$ cat config.mk
export PLATFORM = sky130hd
export DESIGN_NAME = network_mul_share_arb
export DESIGN_NICKNAME = d
export VERILOG_FILES = /design/src/rtl/network_mul_pkg.sv /design/src/rtl/network_mul_share_rr_grant.sv /design/src/rtl/network_mul_share_arb.sv
export SDC_FILE = /design/constraint.sdc
export NUM_CORES = 1
export LEC_CHECK = 0
export ABC_AREA = 1
export ABC_CLOCK_PERIOD_IN_PS = 6500
export BUFFER_PORTS_ARGS = -buffer_cell sky130_fd_sc_hd__buf_4
export CAP_MARGIN = 20
export CORE_ASPECT_RATIO = 1.5
export CORE_MARGIN = 5
export CORE_UTILIZATION = 50
export CTS_CLUSTER_DIAMETER = 150
export DETAILED_ROUTE_END_ITERATION = 16
export PLACE_DENSITY = 0.69
export SETUP_SLACK_MARGIN = 0.15
export SYNTH_ARGS = -nofsm -noshare
export SYNTH_HDL_FRONTEND = slang
export SYNTH_SLANG_ARGS = --single-unit
export TNS_END_PERCENT = 100
$ cat constraint.sdc
create_clock -name ap_clk -period 6.5 [get_ports ap_clk]
set_input_delay 0.325 -clock ap_clk [delete_from_list [all_inputs] [get_ports ap_clk]]
set_output_delay 0.325 -clock ap_clk [all_outputs]
set_load 0.005 [all_outputs]
$ cat src/rtl/network_mul_pkg.sv
// network_mul_pkg: shared operand/product widths and requester-tag width helper
package network_mul_pkg;
  localparam int MUL_A_W = 16;
  localparam int MUL_B_W = 13;
  localparam int MUL_P_W = MUL_A_W + MUL_B_W;
  function automatic int id_width(input int n);
    return (n <= 2) ? 1 : $clog2(n);
  endfunction
endpackage

$ cat src/rtl/network_mul_share_rr_grant.sv
// network_mul_share_rr_grant: round-robin one-hot grant starting after the last winner
module network_mul_share_rr_grant #(
  parameter int NREQ = 4,
  parameter int ID_W = 2
)(
  input  logic [NREQ-1:0] i_req,
  input  logic [ID_W-1:0] i_last,
  input  logic            i_en,
  output logic [NREQ-1:0] o_gnt,
  output logic [ID_W-1:0] o_idx
);
  logic            w_found;
  logic [ID_W-1:0] w_j;
  // scan requesters from last+1 with wrap, first valid one wins
  always_comb begin
    int j;
    j = 0;
    o_gnt = '0;
    o_idx = '0;
    w_found = 1'b0;
    w_j = '0;
    for (int k = 1; k <= NREQ; k++) begin
      j = int'(i_last) + k;
      j = (j >= NREQ) ? j - NREQ : j;
      w_j = ID_W'(j);
      if (i_en && !w_found && i_req[w_j]) begin
        o_gnt[w_j] = 1'b1;
        o_idx = w_j;
        w_found = 1'b1;
      end
    end
  end
endmodule

$ cat src/rtl/network_mul_share_arb.sv
// network_mul_share_arb: round-robin shared signed multiplier with two-stage pipeline and ID tags
module network_mul_share_arb
  import network_mul_pkg::*;
#(
  parameter int NREQ = 4,
  parameter int A_W  = MUL_A_W,
  parameter int B_W  = MUL_B_W,
  parameter int P_W  = A_W + B_W,
  parameter int ID_W = id_width(NREQ)
)(
  input  logic                ap_clk,
  input  logic                ap_rst_n,
  input  logic [NREQ-1:0]     req_valid,
  output logic [NREQ-1:0]     req_ready,
  input  logic [NREQ*A_W-1:0] req_a,
  input  logic [NREQ*B_W-1:0] req_b,
  output logic                res_valid,
  input  logic                res_ready,
  output logic [P_W-1:0]      res_p,
  output logic [ID_W-1:0]     res_id,
  output logic                busy
);
  logic signed [A_W-1:0] w_a [NREQ];
  logic signed [B_W-1:0] w_b [NREQ];
  logic                  w_s2_load, w_s1_move, w_s1_load, w_acc;
  logic [NREQ-1:0]       w_gnt;
  logic [ID_W-1:0]       w_idx;
  logic                  r_s1_v, r_s2_v;
  logic signed [A_W-1:0] r_s1_a;
  logic signed [B_W-1:0] r_s1_b;
  logic [ID_W-1:0]       r_s1_id, r_s2_id, r_rr_last;
  logic signed [P_W-1:0] r_s2_p;
  // unpack per-requester operands
  always_comb begin
    for (int i = 0; i < NREQ; i++) begin
      w_a[i] = req_a[i*A_W +: A_W];
      w_b[i] = req_b[i*B_W +: B_W];
    end
  end
  // S2 drains or is empty; S1 may take a new pair when it is empty or moving on
  always_comb begin
    w_s2_load = !r_s2_v || res_ready;
    w_s1_move = r_s1_v && w_s2_load;
    w_s1_load = !r_s1_v || w_s1_move;
    w_acc     = |w_gnt;
  end
  // grants are masked during reset so req_ready stays low while held in reset
  network_mul_share_rr_grant #(.NREQ(NREQ), .ID_W(ID_W)) u_grant (
    .i_req  (req_valid),
    .i_last (r_rr_last),
    .i_en   (w_s1_load && ap_rst_n),
    .o_gnt  (w_gnt),
    .o_idx  (w_idx)
  );
  // operand stage, product stage and round-robin pointer
  always_ff @(posedge ap_clk or negedge ap_rst_n) begin
    if (!ap_rst_n) begin
      r_s1_v    <= 1'b0;
      r_s1_a    <= '0;
      r_s1_b    <= '0;
      r_s1_id   <= '0;
      r_s2_v    <= 1'b0;
      r_s2_p    <= '0;
      r_s2_id   <= '0;
      r_rr_last <= ID_W'(NREQ - 1);
    end else begin
      if (w_acc) begin
        r_s1_v    <= 1'b1;
        r_s1_a    <= w_a[w_idx];
        r_s1_b    <= w_b[w_idx];
        r_s1_id   <= w_idx;
        r_rr_last <= w_idx;
      end else if (w_s1_move) begin
        r_s1_v <= 1'b0;
      end
      if (w_s2_load) begin
        r_s2_v <= r_s1_v;
        if (r_s1_v) begin
          r_s2_p  <= P_W'(r_s1_a) * P_W'(r_s1_b);
          r_s2_id <= r_s1_id;
        end
      end
    end
  end
  assign req_ready = w_gnt;
  assign res_valid = r_s2_v;
  assign res_p     = r_s2_p;
  assign res_id    = r_s2_id;
  assign busy      = r_s1_v || r_s2_v;
endmodule
==> impl_metrics.csv <==
group,metric,value,unit
worst_setup_path,cp.required,6730,ps
drt,dr_total_vias,10960,
sta,fmax,0.1727,GHz
floorplanning,initial_core_util,50.72,%
worst_setup_path,rr_endpoint,"res_p[28]$_DFFE_PN0P_",
place,post-dp-hpwl,28490,um
sta,slew-limit-headroom,30.93,%
clocking,clk_latency,350,ps
logic_synthesis,async_reset_ff_share,100.0,%
worst_setup_path,slowest_delay,740,ps
sta,slew_viol_final,0,
global_routing,grt_max_degree,68,
logic_synthesis,synth_ff_type,"dfrtp_1",
worst_setup_path,crit_chain,"nand2_1 > fa_1 > fa_1 > fa_1 > inv_1 > fa_1 > inv_1 > fa_1 > inv_1 > ha_1 > ha_1 > a21oi_1 > o21ai_0 > a21oi_1 > nand3_1 > inv_1 > nand2_1 > nand3_1 > nand2_1",
clocking,h-tree-depth,3,
sta,hold_viol,0,
worst_setup_path,worst_r2r_path_depth,19,
outcome,outcome,"completed",
worst_setup_path,worstSetupStartpointType,"flop",
global_routing,grt_pass1_vias,11460,
place,io_buffer_count,159,
worst_setup_path,crit_family,"adder cells",
floorplanning,ioPinCount,160,
drt,routed_wl,34020,um
logic_synthesis,synth_area_per_cell,7.218,um^2
clocking,post_cts_buffers,0,
drt,wl_per_cell,15.82,um
finish,final_util,57.56,%
drt,via_per_inst,5.098,
drt,drt_iter0_drc,499,
global_routing,grt-ovfl-total,0,
logic_synthesis,yosysSeqAreaShare,13.35,%
sta,max_slew.worst_pin.slew,1034,ps
sta,rsz0062_at_grt,"no",
clocking,cts_sinks,66,
logic_synthesis,synth_compound_area_share,3.190,%
clocking,post_cts_resized,0,
finish,num-fill-cells,2333,
place,gp_congestion,0.9518,
logic_synthesis,ys_ff_latch,66,
logic_synthesis,synth_top_family_by_area,"adder cells",
drt,first_pass_iters,6,
worst_setup_path,r2r_start,"r_s1_b[1]$_DFFE_PN0P_",
worst_setup_path,cp_slowest_cell,"dfrtp_1",
worst_setup_path,cp-end-kind,"flop",
floorplanning,core_area,24440,um^2
sta,finalSetupViolCount,0,
logic_synthesis,synth_nets,2116,
worst_setup_path,cpMostUsedCell,"fa_1",
floorplanning,die_width,138.5,um
sta,setup_tns,0,ps
global_routing,grt.total_usage,24.62,%
logic_synthesis,synthesis.area,12390,um^2
place,dp_cells,2133,
run,cap_violations,0,
logic_synthesis,yosysWarningCount,0,
finish,syn_to_final_growth,13.50,%
finish,final_cells,2150,
clocking,clkTransAtPathRegs,60,ps
clocking,cts_made_buffers,9,
worst_setup_path,arrival,6020,ps
global_routing,antenna_found_initial,0,
sta,fin_crit,5791,ps
worst_setup_path,critPathLaunch,"r_s1_b[1]$_DFFE_PN0P_",
logic_synthesis,ys_types,36,
hold_path,hold_path.class,"in2async",
global_routing,grt_pass1_wl,55650,um
worst_setup_path,critPathBufInv,4,
floorplanning,die_area,28100,um^2
floorplanning,rows,70,
logic_synthesis,muxShareOfSynthArea,0,%
clocking,clockBufferDepth,2,
finish,drive_gt1_share,12.27,%
logic_synthesis,yosys.area_share.adder,39.68,%
finish,n_antenna_cell,0,
finish,nets,2220,
worst_setup_path,rrSetupSlack,710,ps
logic_synthesis,syn_inst,1717,
worst_setup_path,critPathMaxFanout,17,
clocking,cts-root-buf,"clkbuf_16",
clocking,tritoncts,"done",
clocking,ctsHoldBuffers,0,
drt,ant_nets,0,
logic_synthesis,synthSimpleGateAreaFrac,26.40,%
sta,period_share,89.09,%
logic_synthesis,synth_edf_count,0,
floorplanning,die_y,202.8,um
worst_setup_path,crit_type,"reg2reg",
logic_synthesis,synthXorXnorAreaFrac,1.272,%
drt,post-route-drc-count,0,
sta,fin_skew,10.47,ps
==> cells in the mapped netlist (all sizes together) (10+ instances only) <==
master,count,share of area (%)
a21oi,29,1.2
clkbuf,48,1.5
o21ai,32,1.3
nor2,50,1.7
inv,430,13
nand2,505,15
fa,195,31
or2,13,0.66
xnor2,10,0.71
ha,81,8.2
dfrtp,64,13
nand3,190,7.8
buf,33,1.6
==> flip-flops by register name (all words and copies together), names as in the netlist <==
signal / flops
r_s1_v: 1
r_s1_id: 2
res_valid: 1
r_s1_b: 13
res_id: 2
res_p: 29
r_rr_last: 2
r_s1_a: 16
==> per-stage QoR <==
stage / hold WS [ps] / area [um^2] / worst slack [ps]
finish: 107.4 / 14070 / 709.0
global route: 184.0 / 14070 / 450.4
CTS: 137.1 / 14050 / 741.4
detailed placement: 455.4 / 13720 / 783.7
global placement: 462.3 / 13720 / 874.5
floorplan: 29.41 / 12390 / 1208
==> worst reg2reg max path: stages (launching register included) <==
cell and delay, ps:
dfrtp_1 740, nand2_1 210, fa_1 610, fa_1 620
fa_1 570, inv_1 60, fa_1 530, inv_1 60
fa_1 470, inv_1 40, ha_1 270, ha_1 380
a21oi_1 390, o21ai_0 200, a21oi_1 180, nand3_1 110
inv_1 60, nand2_1 40, nand3_1 80, nand2_1 60
==> metal layers <==
| layer | wire [um] | global-route usage (%) |
|---|---|---|
| met1 | 11890 | 26.17 |
| met2 | 18800 | 47.10 |
| met3 | 1697 | 3.205 |
| met4 | 1639 | 12.64 |
| met5 | 0 | 0 |
==> worst max-delay path by stage <==
stage,slack [ps],to,cells after the start
2_1_floorplan,1210,res_p[28]$_DFFE_PN0P_,22
3_3_place_gp,870,res_p[24]$_DFFE_PN0P_,18
3_5_place_dp,780,res_p[24]$_DFFE_PN0P_,18
4_1_cts,740,res_p[28]$_DFFE_PN0P_,21
5_1_grt,450,res_p[24]$_DFFE_PN0P_,18
6_report,710,res_p[28]$_DFFE_PN0P_,19
==> layout by cell type, fill, tap and decap left out, types with 9 or more instances in the layout <==
master / count
buf_4: 173
or2_2: 13
nand2_1: 500
ha_1: 81
o21ai_0: 28
dfrtp_1: 64
xnor2_1: 10
nand3_1: 186
fa_1: 195
inv_1: 426
nor2_1: 46
a21oi_1: 28
clkbuf_16: 9
==> cell type report <==
type / instances / area [um^2] / share of cell area (%)
clock inverters: 7 / 100.1 / 0.7116
flip-flops and latches: 66 / 1654 / 11.76
clock buffers: 9 / 225.2 / 1.601
repair buffers: 174 / 1319 / 9.376
well taps: 324 / 405.4 / 2.882
inverters: 430 / 1617 / 11.49
multi-input cells: 1140 / 8746 / 62.18
==> cell families after synthesis <==
family | count (synthesis)
XOR/XNOR | 18
buffers and inverters | 511
flip-flops | 66
AO/OA/AOI/OAI | 74
adder cells (fa/ha/maj) | 276
AND/OR/NAND/NOR | 772
Power is left out: the tool's default activity adds up to more than one toggle a clock period on the data nets, which glitch-free logic cannot reach.
